<file path="src/rtl/mem_access_unit_pkg.sv">
// Shared definitions for the M-stage load/store path: funct3 codes,
// FSM state encoding, byte-enable patterns and small decode helpers.
package riscv_mem_pkg;

  // RV32I load/store funct3 codes
  localparam logic [2:0] F3_B  = 3'b000;
  localparam logic [2:0] F3_H  = 3'b001;
  localparam logic [2:0] F3_W  = 3'b010;
  localparam logic [2:0] F3_BU = 3'b100;
  localparam logic [2:0] F3_HU = 3'b101;

  // Access FSM
  typedef enum logic [1:0] {
    S_IDLE = 2'd0,
    S_BUSY = 2'd1,
    S_DONE = 2'd2
  } state_e;

  // Byte-enable patterns
  localparam logic [3:0] BE_NONE    = 4'b0000;
  localparam logic [3:0] BE_BYTE    = 4'b0001;
  localparam logic [3:0] BE_LO_HALF = 4'b0011;
  localparam logic [3:0] BE_HI_HALF = 4'b1100;
  localparam logic [3:0] BE_WORD    = 4'b1111;

  typedef enum logic [1:0] {
    SZ_B = 2'd0,
    SZ_H = 2'd1,
    SZ_W = 2'd2
  } size_e;

  // Access size from funct3; the unused codes 011/110/111 fall to word.
  function automatic size_e f3_size(input logic [2:0] f3);
    case (f3[1:0])
      2'b00:   return SZ_B;
      2'b01:   return SZ_H;
      default: return SZ_W;
    endcase
  endfunction

  // Natural alignment check for a given access size.
  function automatic logic is_aligned(input size_e sz, input logic [1:0] off);
    case (sz)
      SZ_B:    return 1'b1;
      SZ_H:    return ~off[0];
      default: return (off == 2'b00);
    endcase
  endfunction

endpackage

</file>
<file path="src/rtl/mem_access_unit_load_formatter.sv">
// Load formatter: picks the byte/half lane out of a read word and
// sign- or zero-extends it according to the load funct3.
module load_formatter
  import riscv_mem_pkg::*;
(
  input  logic [31:0] rdata_i,
  input  logic [1:0]  addr_i,
  input  logic [2:0]  funct3_i,
  output logic [31:0] result_o
);

  logic [7:0]  byte_sel;
  logic [15:0] half_sel;

  // Lane select, then extension per funct3
  always_comb begin
    case (addr_i)
      2'd0:    byte_sel = rdata_i[7:0];
      2'd1:    byte_sel = rdata_i[15:8];
      2'd2:    byte_sel = rdata_i[23:16];
      default: byte_sel = rdata_i[31:24];
    endcase
    half_sel = addr_i[1] ? rdata_i[31:16] : rdata_i[15:0];
    case (funct3_i)
      F3_B:    result_o = {{24{byte_sel[7]}}, byte_sel};
      F3_H:    result_o = {{16{half_sel[15]}}, half_sel};
      F3_BU:   result_o = {24'd0, byte_sel};
      F3_HU:   result_o = {16'd0, half_sel};
      default: result_o = rdata_i;
    endcase
  end

endmodule

</file>
<file path="src/rtl/mem_access_unit.sv">
// M-stage load/store unit: turns the EX/MEM access into a word-aligned,
// byte-enabled req/ack bus transaction, stalls until the bus answers (or
// times out) and presents the formatted load value for one DONE cycle.
module mem_access_unit
  import riscv_mem_pkg::*;
#(
  parameter int TIMEOUT_CYCLES = 256
) (
  input  logic        clk,
  input  logic        rst,
  input  logic        MemReadM,
  input  logic        MemWriteM,
  input  logic [2:0]  Funct3M,
  input  logic [31:0] ALUResultM,
  input  logic [31:0] WriteDataM,
  output logic [31:0] ReadData,
  output logic        StallMem,
  output logic        MisalignM,
  output logic        BusErrM,
  output logic        dmem_req,
  output logic        dmem_we,
  output logic [31:0] dmem_addr,
  output logic [31:0] dmem_wdata,
  output logic [3:0]  dmem_be,
  input  logic        dmem_ack,
  input  logic [31:0] dmem_rdata
);

  localparam int CW = (TIMEOUT_CYCLES > 2) ? $clog2(TIMEOUT_CYCLES) : 1;
  localparam logic [CW-1:0] CNT_LAST = CW'(TIMEOUT_CYCLES - 1);

  state_e        state_q, state_d;
  logic [CW-1:0] cnt_q, cnt_d;
  logic [2:0]    f3_q, f3_d;
  logic [1:0]    off_q, off_d;
  logic          err_q, err_d;
  logic [31:0]   rdata_q, rdata_d;
  logic          req_q, req_d;
  logic          we_q, we_d;
  logic [31:0]   addr_q, addr_d;
  logic [31:0]   wdata_q, wdata_d;
  logic [3:0]    be_q, be_d;

  logic        access;
  logic [2:0]  f3_eff;
  size_e       sz;
  logic        aligned;
  logic [3:0]  st_be;
  logic [31:0] st_wdata;
  logic [31:0] fmt_data;

  // Stores ignore funct3[2]; loads keep it for sign/zero selection.
  assign access  = MemReadM | MemWriteM;
  assign f3_eff  = MemWriteM ? {1'b0, Funct3M[1:0]} : Funct3M;
  assign sz      = f3_size(f3_eff);
  assign aligned = is_aligned(sz, ALUResultM[1:0]);

  // Store lane placement: replicate data so every enabled lane sees it
  always_comb begin
    case (sz)
      SZ_B: begin
        st_be    = BE_BYTE << ALUResultM[1:0];
        st_wdata = {4{WriteDataM[7:0]}};
      end
      SZ_H: begin
        st_be    = ALUResultM[1] ? BE_HI_HALF : BE_LO_HALF;
        st_wdata = {2{WriteDataM[15:0]}};
      end
      default: begin
        st_be    = BE_WORD;
        st_wdata = WriteDataM;
      end
    endcase
  end

  load_formatter u_fmt (
    .rdata_i  (dmem_rdata),
    .addr_i   (off_q),
    .funct3_i (f3_q),
    .result_o (fmt_data)
  );

  // Next-state and strobe logic
  always_comb begin
    state_d   = state_q;
    cnt_d     = cnt_q;
    f3_d      = f3_q;
    off_d     = off_q;
    err_d     = err_q;
    rdata_d   = rdata_q;
    req_d     = req_q;
    we_d      = we_q;
    addr_d    = addr_q;
    wdata_d   = wdata_q;
    be_d      = be_q;
    StallMem  = 1'b0;
    MisalignM = 1'b0;
    case (state_q)
      S_IDLE: begin
        if (access) begin
          if (aligned) begin
            StallMem = 1'b1;
            state_d  = S_BUSY;
            req_d    = 1'b1;
            we_d     = MemWriteM;
            addr_d   = {ALUResultM[31:2], 2'b00};
            be_d     = MemWriteM ? st_be : BE_WORD;
            wdata_d  = MemWriteM ? st_wdata : 32'd0;
            f3_d     = f3_eff;
            off_d    = ALUResultM[1:0];
            cnt_d    = '0;
            err_d    = 1'b0;
          end else begin
            MisalignM = 1'b1;
          end
        end
      end
      S_BUSY: begin
        StallMem = 1'b1;
        if (dmem_ack) begin
          rdata_d = we_q ? 32'd0 : fmt_data;
          req_d   = 1'b0;
          we_d    = 1'b0;
          state_d = S_DONE;
        end else if (cnt_q == CNT_LAST) begin
          rdata_d = 32'd0;
          err_d   = 1'b1;
          req_d   = 1'b0;
          we_d    = 1'b0;
          state_d = S_DONE;
        end else begin
          cnt_d = cnt_q + CW'(1);
        end
      end
      S_DONE: begin
        state_d = S_IDLE;
        err_d   = 1'b0;
      end
      default: state_d = S_IDLE;
    endcase
  end

  // State and bus registers
  always_ff @(posedge clk) begin
    if (rst) begin
      state_q <= S_IDLE;
      cnt_q   <= '0;
      f3_q    <= 3'd0;
      off_q   <= 2'd0;
      err_q   <= 1'b0;
      rdata_q <= 32'd0;
      req_q   <= 1'b0;
      we_q    <= 1'b0;
      addr_q  <= 32'd0;
      wdata_q <= 32'd0;
      be_q    <= BE_NONE;
    end else begin
      state_q <= state_d;
      cnt_q   <= cnt_d;
      f3_q    <= f3_d;
      off_q   <= off_d;
      err_q   <= err_d;
      rdata_q <= rdata_d;
      req_q   <= req_d;
      we_q    <= we_d;
      addr_q  <= addr_d;
      wdata_q <= wdata_d;
      be_q    <= be_d;
    end
  end

  assign ReadData   = (state_q == S_DONE) ? rdata_q : 32'd0;
  assign BusErrM    = (state_q == S_DONE) & err_q;
  assign dmem_req   = req_q;
  assign dmem_we    = we_q;
  assign dmem_addr  = addr_q;
  assign dmem_wdata = wdata_q;
  assign dmem_be    = be_q;

endmodule

</file>
<file path="config.mk">
export PLATFORM = sky130hd
export DESIGN_NAME = mem_access_unit
export DESIGN_NICKNAME = d
export VERILOG_FILES = /design/src/rtl/mem_access_unit_pkg.sv /design/src/rtl/mem_access_unit_load_formatter.sv /design/src/rtl/mem_access_unit.sv
export SDC_FILE = /design/constraint.sdc
export NUM_CORES = 1
export LEC_CHECK = 0
export BUFFER_PORTS_ARGS = -buffer_cell sky130_fd_sc_hd__buf_2
export CORE_MARGIN = 5
export CORE_UTILIZATION = 50
export CTS_BUF_LIST = sky130_fd_sc_hd__clkbuf_8
export DETAILED_ROUTE_END_ITERATION = 8
export GPL_ROUTABILITY_DRIVEN = 0
export GPL_TIMING_DRIVEN = 0
export PLACE_DENSITY = 0.8
export SLEW_MARGIN = 20
export SYNTH_ARGS = -nofsm -noshare
export SYNTH_HDL_FRONTEND = slang
export SYNTH_SLANG_ARGS = --single-unit
</file>
<file path="constraint.sdc">
create_clock -name clk -period 2.3 [get_ports clk]
set_input_delay 0.23 -clock clk [delete_from_list [all_inputs] [get_ports clk]]
set_output_delay 0.23 -clock clk [all_outputs]
set_load 0.02 [all_outputs]
</file>
==> results_dict.tcl, run 1 <==
set metrics [dict create \
    status "finished clean" \
    num-fill-cells 958 \
    crit_path_start_kind "register" \
    antenna_found_initial 2 \
    setup-tns-final_ns 0 \
    synth_top_area_share 0.429 \
    reg2reg_from "state_q[0]" \
    h-tree-depth 4 \
    cp-end-kind "primary output" \
    tightest_slew_ns 1.14 \
    tritoncts "built" \
    clock-sinks 116 \
    num-nets-final 959 \
    synth.avg_cell_area_um2 8.65 \
    synthesis.area_um2 5410 \
    clock_insertion_delay_worst_skew_ns 0.41 \
    clk_pin_slew_worst_paths_ns 0.07 \
    post_drt_wl_per_cell_um 16.6 \
    worstPathCellList "nor2b_2 > clkbuf_1 > and2_1 > buf_2" \
    synth_compound_area_frac 0.235 \
    dr.pass1.iters 5 \
    drc 0 \
    cpMaxStageDelayCell "dfxtp_1" \
    coreArea_um2 10700 \
    die_h_um 114 \
    placed_area_um2 6620 \
    io_buffers 205 \
    stdcell_area_um2 7050 \
    cts_buffer_depth 2 \
    synth_seq_cells 116 \
    synth-simple-area-share 0.214 \
    max_freq_mhz 477 \
    relSlewSlack 0.236 \
    cp-startpoint "state_q[1]" \
    synth_top_family_by_area "compound AO/OA/AOI/OAI gates" \
    synth_edf_count 0 \
    start_util 0.504 \
    wl_mm 16.8 \
    grt_max_degree 17 \
    yosysWarnings 0 \
    synthMuxAreaShare 0.0726 \
    drt_iter0_drc 336 \
    synth-main-ff-cell "dfxtp_1" \
    yosys-top-cells-area "dfxtp_1 43%, nand2_1 7.8%, a21oi_1 6.3%, a22o_1 4.0%, and2_1 3.8%" \
    hp-class "primary input to register" \
    finalSetupViolations 0 \
    synthCells 626 \
    cp_num_cells 4 \
    async_flop_share 0 \
    min_period_over_period 0.911 \
    syn_to_final_growth_pct 30.2 \
    dpl.hpwl_mm 12.8 \
    crit_fanout 10 \
    cts_made_buffers 17 \
    cap_violations 0 \
    rsz0062_at_grt "no" \
    gr-usage-all-layers 0.249 \
    grt.overflow.total 0 \
    fin_skew_ns 0.0105 \
    fp.dieW_um 114 \
    max_stage_delay_ns 0.46 \
    synth_cell_type_count 57 \
    power_density_nw_per_um2 692 \
    finalHoldViolations 0 \
    endpoint "ReadData[8]" \
    r2r_end "rdata_q[22]" \
    synth_xor_area_frac 0.00162 \
    dieArea_um2 13000 \
    num_rows 38 \
    r2r_slack_ns 0.24 \
    synth_fa_ha_area_frac 0.00231 \
    critical_path.top_delay_family "simple AND/OR/NAND/NOR gates" \
    cp_num_buf_inv 2 \
    synth_area_leader_cell "dfxtp_1" \
    grt_pass1_wl_mm 26.2 \
    crit_arrival_ns 1.87 \
    layout-drive-gt1-share 0.345 \
    crit_type "register to primary output" \
    ir_drop_mv 0.389 \
    layout_common_cells "221 x buf_2, 116 x dfxtp_1, 113 x nand2_1" \
    ant_nets 0 \
    cts-root-buf "clkbuf_8" \
    ios 209 \
    drv_slew 0 \
    layout_commonest_cell "buf_2" \
    ys_seq_area_frac 0.429 \
    vias_per_cell 5.57 \
    period_minus_slack_ns 2.10 \
    grt_pass1_vias 5597 \
    num_vias 5612 \
    p_leak_nw 3.26 \
    reg2reg_depth 5 \
    crit_required_ns 2.07 \
]
==> power by group <==
| part | switching [W] | internal [W] | leakage [nW] |
|---|---|---|---|
| logic | 0.000542 | 0.000334 | 2.10 |
| registers | 0.0000611 | 0.00212 | 0.945 |
| clock network | 0.000757 | 0.00107 | 0.212 |
| total | 0.00136 | 0.00352 | 3.26 |
==> metal layers <==
layer / up-vias / global-route usage / part of all wire
li1: 2664 / - / -
met1: 2662 / 0.291 / 0.40
met2: 239 / 0.436 / 0.49
met3: 47 / 0.0566 / 0.080
met4: 0 / 0.108 / 0.032
met5: - / 0 / 0
==> repair_timing <==
action / in CTS / in global routing
gates resized for setup: 1 / 5
hold buffers: 0 / 0
pin swaps: 0 / 1
setup buffers: 0 / 3
setup endpoints to repair: 8 / 33
==> logic make-up (layout without fill, tap and decap cells) <==
family	after synthesis	in the layout
fa+ha+maj	1	1
xor+xnor	1	1
flops	116	116
simple gates	233	233
buf+inv	53	291
mux	36	36
compound gates	185	185
other cells	1	4
==> worst min-delay path, delay by kind of cell <==
family                 cells  cell delay [ns]
AOI/OAI and AO/OA          1             0.05
buffers and inverters      1             0.09
and+or+nand+nor            1             0.04
==> layout make-up <==
class | instances | area (um^2) | area share
Multi-Input combinational cell | 458 | 2860 | 0.406
Sequential cell | 116 | 2320 | 0.330
Timing Repair Buffer | 208 | 1050 | 0.149
Clock buffer | 25 | 344 | 0.0488
Buffer | 48 | 225 | 0.0320
Tap cell | 140 | 175 | 0.0249
Clock inverter | 5 | 47.5 | 0.00675
Inverter | 5 | 18.8 | 0.00266
Antenna cell | 2 | 5.00 | 0.000710
==> how the worst min path moves through the flow <==
stage	startpoint	end	cells after the start
final	ALUResultM[21]	dmem_addr[21]	3
after global routing	ALUResultM[2]	dmem_addr[2]	3
after CTS	ALUResultM[2]	dmem_addr[2]	3
after detailed placement	dmem_wdata[24]	dmem_wdata[24]	2
after global placement	dmem_wdata[28]	dmem_wdata[28]	2
after floorplan	WriteDataM[7]	dmem_wdata[7]	1
==> sequential cells by signal (all words and copies together), names as in the netlist <==
name,flops
dmem_addr,30
f3_q,3
dmem_we,1
dmem_be,4
dmem_req,1
err_q,1
rdata_q,32
off_q,2
state_q,2
cnt_q,8
dmem_wdata,32
==> synthesized netlist by cell type, types with 8 or more instances <==
master	instances
dfxtp_1	116
nand2_1	113
a21oi_1	68
and2_1	33
a22o_1	25
clkbuf_1	25
o21ai_0	21
nor2_1	20
mux2i_1	19
a21o_1	16
buf_2	16
mux2_2	16
nand2b_1	15
nand3_1	15
o21ai_2	10
a211o_1	8
a32o_1	8
==> per-stage QoR <==
| step | hold slack [ns] | utilization | worst slack, ns | cells | total power, W |
|---|---|---|---|---|---|
| floorplan | 0.355 | - | 0.648 | 627 | 0.00275 |
| global placement | 0.434 | 0.616 | 0.182 | 972 | 0.00305 |
| detailed placement | 0.443 | 0.616 | 0.104 | 972 | 0.00308 |
| CTS | 0.0327 | 0.653 | 0.0236 | 1002 | 0.00488 |
| global route | 0.0284 | 0.656 | 0.0358 | 1007 | 0.00508 |
| finish | 0.0535 | 0.656 | 0.204 | 1007 | 0.00488 |
(Power assumes the default switching activity.)
==> run 2, diff against run 1 <==
--- a/config.mk
+++ b/config.mk
@@ -5,6 +5,7 @@
 export SDC_FILE = /design/constraint.sdc
 export NUM_CORES = 1
 export LEC_CHECK = 0
+export ABC_AREA = 1
 export BUFFER_PORTS_ARGS = -buffer_cell sky130_fd_sc_hd__buf_2
 export CORE_MARGIN = 5
 export CORE_UTILIZATION = 50
@@ -12,7 +13,7 @@
 export DETAILED_ROUTE_END_ITERATION = 8
 export GPL_ROUTABILITY_DRIVEN = 0
 export GPL_TIMING_DRIVEN = 0
-export PLACE_DENSITY = 0.8
+export PLACE_DENSITY = 0.79
 export SLEW_MARGIN = 20
 export SYNTH_ARGS = -nofsm -noshare
 export SYNTH_HDL_FRONTEND = slang
==> results_dict.tcl, run 2 <==
set metrics [dict create \
    crit_fanout 10 \
    final_util 0.663 \
    finalHoldViolations 0 \
    power_density_nw_per_um2 706 \
    dpl.hpwl_mm 12.7 \
    synth-main-ff-cell "dfxtp_1" \
    cp-end-kind "primary output" \
    cts_repair_resize_count 0 \
    min_period_over_period 0.911 \
    num_rows 38 \
    p_total_w 0.00512 \
    status "finished clean" \
    tightest_slew_ns 0.647 \
    cpMaxStageDelayCell "dfxtp_1" \
    cap_violations 0 \
    tritoncts "built" \
    synth_cell_type_count 33 \
    cts_buffer_depth 2 \
    setup-tns-final_ns 0 \
    stdcell_area_um2 7250 \
    r2r_end "cnt_q[0]" \
    grt.overflow.total 0 \
    wl_mm 16.8 \
    period_minus_slack_ns 2.09 \
    yosysWarnings 0 \
    p_leak_nw 3.35 \
    start_util 0.515 \
    rsz0062_at_grt "no" \
    layout_commonest_cell "nand2_1" \
    ys_seq_area_frac 0.412 \
    clk_pin_slew_worst_paths_ns 0.07 \
    max_stage_delay_ns 0.46 \
    reg2reg_depth 8 \
    io_buffers 206 \
    drt_iter0_drc 615 \
    layout_common_cells "238 x nand2_1, 218 x buf_2, 116 x dfxtp_1" \
    syn_to_final_growth_pct 28.8 \
    ant_nets 0 \
    synthTopCellsByCount "238 x nand2_1, 116 x dfxtp_1, 100 x a21oi_1" \
    post_drt_wl_per_cell_um 14.0 \
    num-fill-cells 1040 \
    die_h_um 116 \
    clock_insertion_delay_worst_skew_ns 0.44 \
    crit_type "register to primary output" \
    finalSetupViolations 0 \
    async_flop_share 0 \
    post-cts-setup-buffers 0 \
    num-nets-final 1150 \
    synthesis.area_um2 5630 \
    clock-sinks 116 \
    cts-root-buf "clkbuf_8" \
    ios 209 \
    hold_depth 3 \
    placed_area_um2 6840 \
    reg2reg_from "cnt_q[1]" \
    antenna_found_initial 0 \
    drv_slew 0 \
    hold_ws_ns 0.0322 \
    r2r_slack_ns 0.60 \
    yosys-top-cells-area "dfxtp_1 41%, nand2_1 16%, a21oi_1 8.9%, inv_1 5.3%, nor2_1 4.3%" \
    synth.avg_cell_area_um2 6.88 \
    hold_start "ALUResultM[12]" \
    dr.pass1.iters 6 \
    ctsHoldBuffers 0 \
    h-tree-depth 4 \
    coreArea_um2 10900 \
    fp.dieW_um 116 \
    vias_per_cell 5.04 \
    drc 0 \
    dieArea_um2 13500 \
    synth_area_leader_cell "dfxtp_1" \
    synth_seq_cells 116 \
    gr-usage-all-layers 0.247 \
    layout-drive-gt1-share 0.281 \
    grt_pass1_wl_mm 26.4 \
    worstPathCellList "inv_1 > nand2_1 > clkbuf_1 > nor2_1 > buf_2" \
    crit_path_start_kind "register" \
    min_to "dmem_addr[12]" \
    grt_pass1_vias 5498 \
    crit_required_ns 2.07 \
    synth.most_common_cell "nand2_1" \
    num_vias 6047 \
    fin_skew_ns 0.0134 \
    cts_made_buffers 17 \
    crit_arrival_ns 1.86 \
    synthCells 819 \
    synth_top_area_share 0.412 \
    hp-class "primary input to register" \
    grt_max_degree 17 \
    ir_drop_mv 0.464 \
    relSlewSlack 0.569 \
    synth_edf_count 0 \
    max_freq_mhz 477 \
]
[run 2: changes by cell type after synthesis, sizes merged, moves of 19 or more]
cell   delta
a21oi    +32
and2     -33
nand2   +129
inv      +85
nor2     +50
a22o     -25
mux2i    -19
nand3    +33
[run 2: cell families (layout without fill, tap and decap cells)]
family,Yosys count,count (layout),share of synthesized area
compound gates,180,180,0.179
simple gates,377,377,0.286
buf+inv,139,377,0.112
flops,116,116,0.412
fa+ha+maj,1,1,0.00222
xor+xnor,5,5,0.00778
other cells,1,3,0.000666
[run 2: area by class of cell]
type / count / area, um^2 / area share
Inverter: 90 / 338 / 0.0466
Buffer: 49 / 293 / 0.0404
Timing Repair Buffer: 206 / 1030 / 0.142
Clock inverter: 14 / 163 / 0.0224
Sequential cell: 116 / 2320 / 0.320
Tap cell: 140 / 175 / 0.0241
Antenna cell: 1 / 2.50 / 0.000345
Multi-Input combinational cell: 565 / 2680 / 0.370
Clock buffer: 18 / 248 / 0.0341
[run 2: worst max path at each step]
stage / startpoint / end / cells past startpoint
2_1_floorplan: cnt_q[0] / cnt_q[0] / 8
3_3_place_gp: MemWriteM / StallMem / 8
3_5_place_dp: MemWriteM / StallMem / 8
4_1_cts: state_q[0] / ReadData[19] / 5
5_1_grt: state_q[0] / ReadData[28] / 5
6_report: state_q[0] / ReadData[19] / 5
[run 2: where the power goes]
part           internal [W]  switching [W]  leakage (nW)  total (W)
registers           0.00212      0.0000582         0.945    0.00218
logic              0.000347       0.000638          2.19   0.000985
clock network       0.00110       0.000863         0.217    0.00196
total               0.00356        0.00156          3.35    0.00512
[run 2: critical path, delay by kind of cell (launching register included)]
kind / cells / cell delay (ns)
flops: 1 / 0.46
buf+inv: 3 / 0.63
simple gates: 2 / 0.34
[run 2: metrics by stage]
stage | std cells | setup slack [ns]
after floorplan | 820 | 0.911
final | 1199 | 0.206
after detailed placement | 1166 | 0.556
after global placement | 1166 | 0.563
after global routing | 1198 | 0.0651
after CTS | 1198 | 0.172
[run 2: layer usage]
metal  part of all wire  GRT usage
met5                  0          0
met4              0.027     0.0889
met3              0.093     0.0725
met2               0.47      0.406
met1               0.41      0.310
